**src/rtl/instr_dec_stage_if.sv**
```systemverilog
// Fetch-to-decode and decode-to-execute handshake bundle for the RV32I decode stage.
// The slave modport is the decode stage itself; master is whoever drives fetch and sinks decode.
interface instr_dec_stage_if #(
    parameter int WIDTH       = 32,
    parameter int INSTR_TYPES = 6,
    parameter int ALU_OP      = 4,
    parameter int BR_OP       = 3,
    parameter int REG_IDX     = 5
);
    logic                   in_valid;
    logic                   in_ready;
    logic [WIDTH-1:0]       in_instr;
    logic [WIDTH-1:0]       in_pc;
    logic                   out_valid;
    logic                   out_ready;
    logic [WIDTH-1:0]       out_pc;
    logic [INSTR_TYPES-1:0] instr_type;
    logic                   alu_en;
    logic [ALU_OP-1:0]      alu_op;
    logic                   branch_en;
    logic [BR_OP-1:0]       branch_op;
    logic                   jump;
    logic                   mem_rd;
    logic                   mem_wr;
    logic [2:0]             mem_size;
    logic [REG_IDX-1:0]     rd;
    logic [REG_IDX-1:0]     rs1;
    logic [REG_IDX-1:0]     rs2;
    logic                   rd_we;
    logic [WIDTH-1:0]       imm;
    logic                   illegal;

    modport master (
        output in_valid, in_instr, in_pc, out_ready,
        input  in_ready, out_valid, out_pc, instr_type, alu_en, alu_op, branch_en, branch_op,
               jump, mem_rd, mem_wr, mem_size, rd, rs1, rs2, rd_we, imm, illegal
    );

    modport slave (
        input  in_valid, in_instr, in_pc, out_ready,
        output in_ready, out_valid, out_pc, instr_type, alu_en, alu_op, branch_en, branch_op,
               jump, mem_rd, mem_wr, mem_size, rd, rs1, rs2, rd_we, imm, illegal
    );
endinterface

```
**src/rtl/instr_dec_stage.sv**
```systemverilog
// Registered RV32I decode stage: combinational decode of the fetched word into an
// output register backed by one skid entry, with flush and illegal-encoding detection.
module instr_dec_stage #(
    parameter int WIDTH       = 32,
    parameter int INSTR_TYPES = 6,
    parameter int ALU_OP      = 4,
    parameter int BR_OP       = 3,
    parameter int REG_IDX     = 5
) (
    input  logic              clk,
    input  logic              rst,
    input  logic              flush,
    instr_dec_stage_if.slave  bus
);
    localparam logic [6:0] OPC_LUI = 7'b0110111, OPC_AUIPC = 7'b0010111, OPC_JAL = 7'b1101111;
    localparam logic [6:0] OPC_JALR = 7'b1100111, OPC_BRANCH = 7'b1100011, OPC_LOAD = 7'b0000011;
    localparam logic [6:0] OPC_STORE = 7'b0100011, OPC_OPIMM = 7'b0010011, OPC_OP = 7'b0110011;
    localparam logic [6:0] OPC_FENCE = 7'b0001111, OPC_SYSTEM = 7'b1110011;
    localparam logic [6:0] F7_ALT = 7'b0100000;

    localparam logic [INSTR_TYPES-1:0] TYPE_J = 6'b100000, TYPE_U = 6'b010000, TYPE_B = 6'b001000;
    localparam logic [INSTR_TYPES-1:0] TYPE_S = 6'b000100, TYPE_I = 6'b000010, TYPE_R = 6'b000001;

    localparam logic [ALU_OP-1:0] ALU_ADD = 4'd0, ALU_SUB = 4'd1, ALU_SLL = 4'd2, ALU_SLT = 4'd3;
    localparam logic [ALU_OP-1:0] ALU_SLTU = 4'd4, ALU_XOR = 4'd5, ALU_SRL = 4'd6, ALU_SRA = 4'd7;
    localparam logic [ALU_OP-1:0] ALU_OR = 4'd8, ALU_AND = 4'd9, ALU_PASSB = 4'd10;

    typedef struct packed {
        logic [WIDTH-1:0]       pc;
        logic [INSTR_TYPES-1:0] itype;
        logic                   aluEn;
        logic [ALU_OP-1:0]      aluOp;
        logic                   branchEn;
        logic [BR_OP-1:0]       branchOp;
        logic                   jump;
        logic                   memRd;
        logic                   memWr;
        logic [2:0]             memSize;
        logic [REG_IDX-1:0]     rd;
        logic [REG_IDX-1:0]     rs1;
        logic [REG_IDX-1:0]     rs2;
        logic                   rdWe;
        logic [WIDTH-1:0]       imm;
        logic                   illegal;
    } bundle_t;

    logic [WIDTH-1:0] instr;
    logic [6:0]       opcode;
    logic [2:0]       funct3;
    logic [6:0]       funct7;
    logic [WIDTH-1:0] immI, immS, immB, immU, immJ;
    logic [ALU_OP-1:0] funct3Alu;
    logic             legal, writesRd, usesAlu;
    bundle_t          decBundle;

    bundle_t outBundle_q, outBundle_d, skidBundle_q, skidBundle_d;
    logic    outValid_q, outValid_d, skidValid_q, skidValid_d;

    assign instr  = bus.in_instr;
    assign opcode = instr[6:0];
    assign funct3 = instr[14:12];
    assign funct7 = instr[31:25];

    assign immI = {{20{instr[31]}}, instr[31:20]};
    assign immS = {{20{instr[31]}}, instr[31:25], instr[11:7]};
    assign immB = {{19{instr[31]}}, instr[31], instr[7], instr[30:25], instr[11:8], 1'b0};
    assign immU = {instr[31:12], 12'b0};
    assign immJ = {{11{instr[31]}}, instr[31], instr[19:12], instr[20], instr[30:21], 1'b0};

    // Shared funct3 ALU mapping for OP and OP-IMM; bit 30 picks the arithmetic right shift.
    always_comb begin
        funct3Alu = ALU_ADD;
        case (funct3)
            3'b000:  funct3Alu = ALU_ADD;
            3'b001:  funct3Alu = ALU_SLL;
            3'b010:  funct3Alu = ALU_SLT;
            3'b011:  funct3Alu = ALU_SLTU;
            3'b100:  funct3Alu = ALU_XOR;
            3'b101:  funct3Alu = instr[30] ? ALU_SRA : ALU_SRL;
            3'b110:  funct3Alu = ALU_OR;
            default: funct3Alu = ALU_AND;
        endcase
    end

    always_comb begin
        decBundle     = '0;
        legal         = 1'b1;
        writesRd      = 1'b0;
        usesAlu       = 1'b1;
        decBundle.pc  = bus.in_pc;
        decBundle.rd  = instr[11:7];
        decBundle.rs1 = instr[19:15];
        decBundle.rs2 = instr[24:20];
        case (opcode)
            OPC_LUI: begin
                decBundle.itype = TYPE_U; decBundle.aluOp = ALU_PASSB; decBundle.imm = immU; writesRd = 1'b1;
            end
            OPC_AUIPC: begin
                decBundle.itype = TYPE_U; decBundle.imm = immU; writesRd = 1'b1;
            end
            OPC_JAL: begin
                decBundle.itype = TYPE_J; decBundle.jump = 1'b1; decBundle.imm = immJ; writesRd = 1'b1;
            end
            OPC_JALR: begin
                decBundle.itype = TYPE_I; decBundle.jump = 1'b1; decBundle.imm = immI; writesRd = 1'b1;
                legal = (funct3 == 3'b000);
            end
            OPC_BRANCH: begin
                decBundle.itype = TYPE_B; decBundle.branchEn = 1'b1; decBundle.branchOp = funct3;
                decBundle.aluOp = ALU_SUB; decBundle.imm = immB;
                legal = (funct3 != 3'b010) && (funct3 != 3'b011);
            end
            OPC_LOAD: begin
                decBundle.itype = TYPE_I; decBundle.memRd = 1'b1; decBundle.memSize = funct3;
                decBundle.imm = immI; writesRd = 1'b1;
                legal = (funct3 != 3'b011) && (funct3[2:1] != 2'b11);
            end
            OPC_STORE: begin
                decBundle.itype = TYPE_S; decBundle.memWr = 1'b1; decBundle.memSize = funct3;
                decBundle.imm = immS;
                legal = (funct3 <= 3'b010);
            end
            OPC_OPIMM: begin
                decBundle.itype = TYPE_I; decBundle.aluOp = funct3Alu; decBundle.imm = immI; writesRd = 1'b1;
                if (funct3 == 3'b001)
                    legal = (funct7 == 7'b0);
                else if (funct3 == 3'b101)
                    legal = (funct7 == 7'b0) || (funct7 == F7_ALT);
            end
            OPC_OP: begin
                decBundle.itype = TYPE_R; writesRd = 1'b1;
                decBundle.aluOp = (funct3 == 3'b000 && instr[30]) ? ALU_SUB : funct3Alu;
                if (funct7 == F7_ALT)
                    legal = (funct3 == 3'b000) || (funct3 == 3'b101);
                else
                    legal = (funct7 == 7'b0);
            end
            OPC_FENCE, OPC_SYSTEM: begin
                decBundle.itype = TYPE_I; decBundle.imm = immI; usesAlu = 1'b0;
            end
            default: legal = 1'b0;
        endcase
        decBundle.aluEn   = legal & usesAlu;
        decBundle.rdWe    = legal & writesRd & (decBundle.rd != '0);
        decBundle.illegal = ~legal;
        if (!legal) begin
            decBundle.itype    = '0;
            decBundle.branchEn = 1'b0;
            decBundle.jump     = 1'b0;
            decBundle.memRd    = 1'b0;
            decBundle.memWr    = 1'b0;
        end
    end

    // The skid entry only fills while the output is stalled, and always drains ahead of new input.
    always_comb begin
        outValid_d   = outValid_q;
        outBundle_d  = outBundle_q;
        skidValid_d  = skidValid_q;
        skidBundle_d = skidBundle_q;
        if (flush) begin
            outValid_d   = 1'b0;
            outBundle_d  = '0;
            skidValid_d  = 1'b0;
            skidBundle_d = '0;
        end else if (!outValid_q || bus.out_ready) begin
            if (skidValid_q) begin
                outBundle_d = skidBundle_q;
                outValid_d  = 1'b1;
                skidValid_d = 1'b0;
            end else if (bus.in_valid) begin
                outBundle_d = decBundle;
                outValid_d  = 1'b1;
            end else begin
                outValid_d  = 1'b0;
            end
        end else if (bus.in_valid && !skidValid_q) begin
            skidBundle_d = decBundle;
            skidValid_d  = 1'b1;
        end
    end

    always_ff @(posedge clk) begin
        if (rst) begin
            outValid_q   <= 1'b0;
            outBundle_q  <= '0;
            skidValid_q  <= 1'b0;
            skidBundle_q <= '0;
        end else begin
            outValid_q   <= outValid_d;
            outBundle_q  <= outBundle_d;
            skidValid_q  <= skidValid_d;
            skidBundle_q <= skidBundle_d;
        end
    end

    assign bus.in_ready   = ~skidValid_q;
    assign bus.out_valid  = outValid_q;
    assign bus.out_pc     = outBundle_q.pc;
    assign bus.instr_type = outBundle_q.itype;
    assign bus.alu_en     = outBundle_q.aluEn;
    assign bus.alu_op     = outBundle_q.aluOp;
    assign bus.branch_en  = outBundle_q.branchEn;
    assign bus.branch_op  = outBundle_q.branchOp;
    assign bus.jump       = outBundle_q.jump;
    assign bus.mem_rd     = outBundle_q.memRd;
    assign bus.mem_wr     = outBundle_q.memWr;
    assign bus.mem_size   = outBundle_q.memSize;
    assign bus.rd         = outBundle_q.rd;
    assign bus.rs1        = outBundle_q.rs1;
    assign bus.rs2        = outBundle_q.rs2;
    assign bus.rd_we      = outBundle_q.rdWe;
    assign bus.imm        = outBundle_q.imm;
    assign bus.illegal    = outBundle_q.illegal;
endmodule

```
**src/flat_wrapper.sv**
```systemverilog
// flat-port wrapper written by rule: the top's interface ports become plain ports
module instr_dec_stage_flat 
#(
    parameter int WIDTH       = 32,
    parameter int INSTR_TYPES = 6,
    parameter int ALU_OP      = 4,
    parameter int BR_OP       = 3,
    parameter int REG_IDX     = 5
)
  (clk, rst, flush, bus_in_valid, bus_in_instr, bus_in_pc, bus_out_ready, bus_in_ready, bus_out_valid, bus_out_pc, bus_instr_type, bus_alu_en, bus_alu_op, bus_branch_en, bus_branch_op, bus_jump, bus_mem_rd, bus_mem_wr, bus_mem_size, bus_rd, bus_rs1, bus_rs2, bus_rd_we, bus_imm, bus_illegal);
  instr_dec_stage_if #(.WIDTH(WIDTH), .INSTR_TYPES(INSTR_TYPES), .ALU_OP(ALU_OP), .BR_OP(BR_OP), .REG_IDX(REG_IDX)) bus_i ();
  input  logic clk;
  input  logic rst;
  input  logic flush;
  input wire logic [$bits(bus_i.in_valid)-1:0] bus_in_valid;
  input wire logic [$bits(bus_i.in_instr)-1:0] bus_in_instr;
  input wire logic [$bits(bus_i.in_pc)-1:0] bus_in_pc;
  input wire logic [$bits(bus_i.out_ready)-1:0] bus_out_ready;
  output wire logic [$bits(bus_i.in_ready)-1:0] bus_in_ready;
  output wire logic [$bits(bus_i.out_valid)-1:0] bus_out_valid;
  output wire logic [$bits(bus_i.out_pc)-1:0] bus_out_pc;
  output wire logic [$bits(bus_i.instr_type)-1:0] bus_instr_type;
  output wire logic [$bits(bus_i.alu_en)-1:0] bus_alu_en;
  output wire logic [$bits(bus_i.alu_op)-1:0] bus_alu_op;
  output wire logic [$bits(bus_i.branch_en)-1:0] bus_branch_en;
  output wire logic [$bits(bus_i.branch_op)-1:0] bus_branch_op;
  output wire logic [$bits(bus_i.jump)-1:0] bus_jump;
  output wire logic [$bits(bus_i.mem_rd)-1:0] bus_mem_rd;
  output wire logic [$bits(bus_i.mem_wr)-1:0] bus_mem_wr;
  output wire logic [$bits(bus_i.mem_size)-1:0] bus_mem_size;
  output wire logic [$bits(bus_i.rd)-1:0] bus_rd;
  output wire logic [$bits(bus_i.rs1)-1:0] bus_rs1;
  output wire logic [$bits(bus_i.rs2)-1:0] bus_rs2;
  output wire logic [$bits(bus_i.rd_we)-1:0] bus_rd_we;
  output wire logic [$bits(bus_i.imm)-1:0] bus_imm;
  output wire logic [$bits(bus_i.illegal)-1:0] bus_illegal;
  assign bus_i.in_valid = bus_in_valid;
  assign bus_i.in_instr = bus_in_instr;
  assign bus_i.in_pc = bus_in_pc;
  assign bus_i.out_ready = bus_out_ready;
  assign bus_in_ready = bus_i.in_ready;
  assign bus_out_valid = bus_i.out_valid;
  assign bus_out_pc = bus_i.out_pc;
  assign bus_instr_type = bus_i.instr_type;
  assign bus_alu_en = bus_i.alu_en;
  assign bus_alu_op = bus_i.alu_op;
  assign bus_branch_en = bus_i.branch_en;
  assign bus_branch_op = bus_i.branch_op;
  assign bus_jump = bus_i.jump;
  assign bus_mem_rd = bus_i.mem_rd;
  assign bus_mem_wr = bus_i.mem_wr;
  assign bus_mem_size = bus_i.mem_size;
  assign bus_rd = bus_i.rd;
  assign bus_rs1 = bus_i.rs1;
  assign bus_rs2 = bus_i.rs2;
  assign bus_rd_we = bus_i.rd_we;
  assign bus_imm = bus_i.imm;
  assign bus_illegal = bus_i.illegal;
  instr_dec_stage #(.WIDTH(WIDTH), .INSTR_TYPES(INSTR_TYPES), .ALU_OP(ALU_OP), .BR_OP(BR_OP), .REG_IDX(REG_IDX)) u_core (.clk(clk), .rst(rst), .flush(flush), .bus(bus_i));
endmodule
```
**config.mk**
```make
export PLATFORM = sky130hd
export DESIGN_NAME = instr_dec_stage_flat
export DESIGN_NICKNAME = d
export VERILOG_FILES = /design/src/rtl/instr_dec_stage_if.sv /design/src/rtl/instr_dec_stage.sv /design/src/flat_wrapper.sv
export SDC_FILE = /design/constraint.sdc
export NUM_CORES = 1
export LEC_CHECK = 0
export CAP_MARGIN = 30
export CORE_UTILIZATION = 30
export CTS_BUF_LIST = sky130_fd_sc_hd__clkbuf_4 sky130_fd_sc_hd__clkbuf_8 sky130_fd_sc_hd__clkbuf_16
export DETAILED_ROUTE_END_ITERATION = 10
export HOLD_SLACK_MARGIN = 0.12
export PLACE_DENSITY = 0.55
export SYNTH_ARGS = -nofsm -noshare
export SYNTH_HDL_FRONTEND = slang
export SYNTH_SLANG_ARGS = --single-unit
export TNS_END_PERCENT = 20
```
**constraint.sdc**
```tcl
create_clock -name clk -period 2.14 [get_ports clk]
set_input_delay 0.321 -clock clk [delete_from_list [all_inputs] [get_ports clk]]
set_output_delay 0.321 -clock clk [all_outputs]
set_load 0.02 [all_outputs]
```
# ---- Word-level counts from Yosys, hierarchy flattened
# Cells that the tools add are included.
dict set report totals {
  register_bits 206
  elab_cells 110
  out_inout_bits 104
  inputBits 69
}
dict set report classes {
  reduce_logical 24
  bitwise_logic 6
  n_eq_ne 21
  n_mux 24
  n_lt_le_gt_ge 1
}
# operator n
set op_table {}
lappend op_table {{two-way mux 102 bit} 2}
lappend op_table {{case mux 32 bit (5 select lines)} 1}
lappend op_table {{case mux 6 bit (6 select lines)} 1}
lappend op_table {{== test 7 x 6 -> 1 bit (second input constant)} 4}
lappend op_table {{== test 7 bit (second input constant)} 4}
lappend op_table {{case mux 4 bit (7 select lines)} 1}
lappend op_table {{case mux 4 bit (4 select lines)} 1}
lappend op_table {{== test 7 x 5 -> 1 bit (second input constant)} 2}
lappend op_table {{two-way mux 1 bit} 12}
lappend op_table {{OR reduction 2 bit} 5}
lappend op_table {{OR reduction 5 bit} 2}
lappend op_table {{== test 3 bit (second input constant)} 3}
lappend op_table {{two-way mux 4 bit} 2}
lappend op_table {{== test 7 x 2 -> 1 bit (second input constant)} 1}
lappend op_table {{== test 7 x 4 -> 1 bit (second input constant)} 1}
lappend op_table {{zero test 7 bit} 1}
lappend op_table {{case mux 1 bit (7 select lines)} 1}
lappend op_table {{OR reduction 7 bit} 1}
lappend op_table {{== test 3 x 2 -> 1 bit (second input constant)} 2}
lappend op_table {{two-way mux 3 bit} 2}
lappend op_table {{two-way mux 6 bit} 1}
lappend op_table {{!= test 3 x 2 -> 1 bit (second input constant)} 2}
lappend op_table {{nonzero test 5 bit} 1}
lappend op_table {{logical AND 1 bit} 4}
lappend op_table {{other kinds (11)} 19}

# ---- Longest topological paths before layout
dict set report depth {
  word_depth 9
  ltp_mapped 8
  ltp_nobuf 5
}

# ---- Worst setup path before layout
# Ideal clock, no wire load.
dict set report synth_path {
  kind {input-to-reg}
  startpoint {input bus_in_instr[5]}
  endpoint {register u_core.outBundle_q (netlist bit u_core.bus.instr_type[1])}
  slack_ps 200
  arrival_time_ps 1826
  required_time_ps 2026
  setup_time_ps 114
  stages 7
  n_path_buf 2
  path_cell_list {and2_4 buf_6 a22o_1 a32o_1 or4_4 buf_6 a21o_1}
}
dict set report synth_between {
  elab_chain_cells 6
  word_cells_on_any_way 19
  cone_classes {eq/ne: 11; mux: 5; reduce/logical: 3}
}
# element line
set synth_lines {}
lappend synth_lines {{from (decl)} flat_wrapper.sv:16} ;# input wire logic [$bits(bus_i.in_instr)-1:0] bus_in_instr;
lappend synth_lines {{== test 7 x 5 -> 1 bit (tied with other cells)} instr_dec_stage.sv:94} ;# case (opcode)
lappend synth_lines {{OR reduction 5 bit (no source line) / OR reduction 2 bit (equally long branches)} -}
lappend synth_lines {{case mux 1 bit (7 select lines) / case mux 6 bit (6 select lines) (equally long branches)} instr_dec_stage.sv:94}
lappend synth_lines {{two-way mux 6 bit *} instr_dec_stage.sv:146} ;# if (!legal) begin
lappend synth_lines {{two-way mux 102 bit *} instr_dec_stage.sv:171} ;# end else if (bus.in_valid) begin
lappend synth_lines {{two-way mux 102 bit *} instr_dec_stage.sv:167} ;# if (skidValid_q) begin
lappend synth_lines {{to (signal assigned)} instr_dec_stage.sv:191} ;# outBundle_q <= outBundle_d;
lappend synth_lines {{to (decl)} instr_dec_stage.sv:56} ;# bundle_t outBundle_q, outBundle_d, skidBundle_q, skidBundle_d;
# Mark *: on every way between the ends. The rest lies on a longest branch, timed or not. The select of a mux whose other input is x is not followed.
# A chain may end at the register's enable or synchronous reset.

# ---- Worst setup path in the final report
dict set report layout_path {
  startpoint {input bus_in_instr[25]}
  endpoint {register u_core.outBundle_q (netlist bit u_core.bus.instr_type[2])}
}
dict set report layout_between {
  elab_chain_cells 8
  word_cells_on_any_way 10
  cone_classes {eq/ne: 1; mux: 7; reduce/logical: 2}
}
# element line
set layout_lines {}
lappend layout_lines {{== test 7 x 6 -> 1 bit / zero test 7 bit (equally long branches)} -}
lappend layout_lines {{logical OR 1 bit} instr_dec_stage.sv:128} ;# legal = (funct7 == 7'b0) || (funct7 == F7_ALT);
lappend layout_lines {{two-way mux 1 bit} instr_dec_stage.sv:127} ;# else if (funct3 == 3'b101)
lappend layout_lines {{two-way mux 1 bit} instr_dec_stage.sv:125} ;# if (funct3 == 3'b001)
lappend layout_lines {{case mux 1 bit (7 select lines) *} instr_dec_stage.sv:94}
lappend layout_lines {{two-way mux 6 bit *} instr_dec_stage.sv:146}
lappend layout_lines {{two-way mux 102 bit *} instr_dec_stage.sv:171}
lappend layout_lines {{two-way mux 102 bit *} instr_dec_stage.sv:167}
# Marked as above.

==> metrics.md <==
| Metric | Value |
|---|---|
| Status | `finished clean` |
| Post-Place Worst Slack | `-0.4429 ns` |
| Syn Area/Cell | `8.386 um^2` |
| Die area | `30270 um^2` |
| FMAX | `490.4 MHz` |
| Pwr/cell area | `718.9 nW/um^2` |
| Total track usage | `18.04%` |
| Storage element area | `4128 um^2` |
| Setup crit start kind | `input port` |
| H-tree level count | `1` |
| Design Area, Final | `12340 um^2` |
| Fin. max-slew vios | `0` |
| Drt first pass iters | `5` |
| I/O Buffers | `172` |
| Tcrit/Tclk final | `95.28%` |
| Growth of design area from synthesis to finish | `39.12%` |
| Overall power after layout | `8.874 mW` |
| Area share of xor/xnor cells in the synthesized design | `0.1974%` |
| Synth Area in Adders | `0%` |
| First-pass GRT wire length | `43800 um` |
| Initial DRC count | `520` |
| Seq cells post-synth | `206` |
| Routed vias/inst | `5.028` |
| Clock sinks | `206` |
| WS Path Type | `in2reg` |
| CP max stage delay | `0.52 ns` |
| DP HPWL | `19900 um` |
| Post-DR wirelength/cell | `17.08 um` |
| Slowest stage cell, crit path | `or4_1` |
| Number of global-route vias before repair | `7608` |
| Register area share after synthesis | `46.48%` |
| Post-synthesis compound-gate area fraction | `24.09%` |
| Worst setup slack after layout | `0.1009 ns` |
| CP cell instances | `clkdlybuf4s50_1 > or4_1 > nor3_1 > and3_1 > nor4_1 > buf_2 > buf_12 > o21ai_0` |
| Area of the multi-input gates | `4303 um^2` |
| Post-synthesis cell area | `8872 um^2` |
| Largest net degree at the start of global routing | `49` |
| Crit path max fanout | `8` |
| DIE WIDTH | `174.0 um` |
| Cell Rows | `62` |
| Worst ir drop on vdd | `0.5936 mV` |
| Final Hold Fails | `0` |
| Via Count | `8256` |
| Total of warnings raised by yosys | `0` |
| Main synth FF type | `dfxtp_1` |
| Max cap viols | `0` |
| Core Footprint | `28940 um^2` |
| Slew HR | `66.46%` |
| Initial antenna violation count | `0` |
| Crit path DAT | `2.47 ns` |
| Worst Path Required | `2.57 ns` |
| CP Capture Type | `register` |
| Leakage Power | `4.234 nW` |
| Post-Syn Nets | `1127` |
| Final worst clock skew | `0.008680 ns` |
| # DRC | `0` |
| Mux cell area share after synthesis | `5.542%` |
| RSZ-0062 raised after global routing | `no` |
| Worst hold margin | `0.3874 ns` |
| Critical path's top delay family | `simple AND/OR/NAND/NOR gates` |
| Fin cells | `1642` |
| Deepest clock path buffer count | `3` |
| Final setup TNS | `0 ns` |
| Synth cell types | `57` |
| Final core utilization | `42.66%` |
| Filler cells | `2869` |
| Die height | `174.0 um` |
| Main combinational cell family by area after synthesis | `compound AO/OA/AOI/OAI gates` |
| CP Buf/Inv Count | `3` |
| Post-route ant nets | `0` |
| ANT cells | `0` |
| CTS buffer count | `24` |
| Top-level I/O count | `173` |
| HP Class | `in2reg` |
| GPL Wtd Cong | `0.8443` |
| # hold bufs at CTS | `0` |
| Post-Syn Instances | `1058` |
| Fraction of layout cells with a size suffix above 1 | `12.56%` |
| Root buffer cell | `clkbuf_16` |
| Synth Area in Simple Gates | `17.99%` |
| Cells after DPL | `1604` |
| Min Clock Period, post-route | `2.039 ns` |
| EDFF count, synth | `0` |
| Worst-path clk slew | `0.06 ns` |
| Starting Density | `30.66%` |
| # setup viols final | `0` |
| Final #Nets | `1316` |
| Skew-Pair Late Insertion Delay | `0.51 ns` |
| CTS tree | `built` |
| Drt total wl | `28050 um` |
| Area after DPL | `11570 um^2` |
| Global route overflow | `0` |
| Tightest Pin Transition | `0.5031 ns` |
| Ys async rst share | `0%` |
-- metal layers --
layer  wire, um  GRT usage [%]  share of wire, %
met2      13040          29.15                46
met5          0              0                 0
met1      13370          25.48                48
met3       1201          2.253               4.3
met4        434          4.203               1.5
-- state kept, by name, summed over array words and instances, names as in the netlist, 3 cells and up --
signal and flops:
u_core.bus.imm 32, u_core.bus.rs1 5, u_core.bus.branch_op 3, u_core.skidBundle_q 102, u_core.bus.instr_type 6, u_core.bus.out_pc 32
u_core.bus.rd 5, u_core.bus.alu_op 4, u_core.bus.mem_size 3, u_core.bus.rs2 5
-- path summary, 6_finish.rpt --
check	cells after the start	from	slack, ns	endpoint
setup / recovery	8	bus_in_instr[25]	0.10	u_core.bus.instr_type[2]
hold / removal	3	bus_in_pc[15]	0.39	u_core.skidBundle_q[85]
setup reg to reg	7	u_core.skidValid_q	0.35	u_core.skidBundle_q[77]
hold reg to reg	2	u_core.skidBundle_q[93]	0.45	u_core.skidBundle_q[93]
-- layout by cell type (no fill, tap or decap), drive strengths merged, types with 6 or more instances in the layout --
master,count
a211oi,55
a21o,6
a21oi,96
a221oi,26
a311oi,12
a31oi,23
and2,12
buf,96
clkbuf,34
clkdlybuf4s50,171
dfxtp,206
mux2i,48
nand2,171
nand3,35
nor2,85
nor3,25
o211ai,7
o21ai,74
o21bai,8
o31ai,10
or4,7
-- worst reg2reg max path, cell delays in order, from the launching register on --
cell and delay, ns:
dfxtp_4 0.50, clkinvlp_4 0.24, buf_4 0.22, nand3_4 0.17, buf_12 0.22, buf_12 0.17, nand2_1 0.06, a21oi_1 0.14
-- where the power goes --
part / internal, mW / switching (mW)
Clock: 2.32 / 1.55
Sequential: 3.92 / 0.0487
Combinational: 0.473 / 0.565
Total: 6.71 / 2.16
-- cell type report --
cell class / count / share of cell area [%]
multi-input cells: 741 / 34.86
flip-flops and latches: 206 / 33.44
repair buffers: 268 / 21.58
clock buffers: 34 / 5.869
well taps: 384 / 3.893
inverters: 6 / 0.2129
clock inverters: 3 / 0.1419
-- cell usage after synthesis (2+ instances only) --
| library cell | number | share of area [%] |
|---|---|---|
| nand2_1 | 171 | 7.2 |
| a31oi_1 | 23 | 1.6 |
| nand2b_1 | 3 | 0.21 |
| a311oi_1 | 12 | 1.2 |
| clkbuf_1 | 74 | 3.1 |
| buf_4 | 4 | 0.34 |
| nor3_1 | 24 | 1.4 |
| xor2_1 | 2 | 0.20 |
| inv_1 | 6 | 0.25 |
| nor2_1 | 84 | 3.6 |
| nand4_1 | 4 | 0.28 |
| buf_1 | 4 | 0.17 |
| o211ai_1 | 7 | 0.59 |
| and2b_1 | 2 | 0.17 |
| mux2i_1 | 48 | 5.4 |
| a21o_1 | 6 | 0.51 |
| a221oi_1 | 22 | 2.2 |
| o31ai_1 | 10 | 0.85 |
| and3b_1 | 3 | 0.30 |
| buf_2 | 16 | 0.90 |
| nand3_1 | 35 | 2.0 |
| and3_2 | 2 | 0.17 |
| a21oi_1 | 96 | 5.4 |
| and3_1 | 3 | 0.21 |
| a211oi_1 | 54 | 4.6 |
| o21ai_2 | 3 | 0.30 |
| buf_6 | 6 | 0.76 |
| and2_1 | 11 | 0.78 |
| a32o_1 | 3 | 0.34 |
| a221oi_2 | 4 | 0.68 |
| or4_1 | 6 | 0.51 |
| dfxtp_1 | 206 | 46 |
| nor2b_1 | 2 | 0.14 |
| o21bai_1 | 8 | 0.68 |
| o211a_1 | 2 | 0.23 |
| o21ai_0 | 70 | 3.9 |
| nor4b_1 | 2 | 0.20 |
-- what timing repair did --
| action | in CTS | in global routing |
|---|---|---|
| setup buffers | 1 | 0 |
| setup endpoints to repair | 1 | 5 |
| resized for setup | 2 | 2 |
-- logic make-up (layout without fill, tap and decap cells) --
kind of cell | count (synthesis) | in the layout
simple gates | 361 | 361
compound gates | 329 | 329
flops | 206 | 206
buf+inv | 111 | 311
mux | 49 | 49
xor+xnor | 2 | 2
No activity file was read; power rests on OpenSTA's default activity.
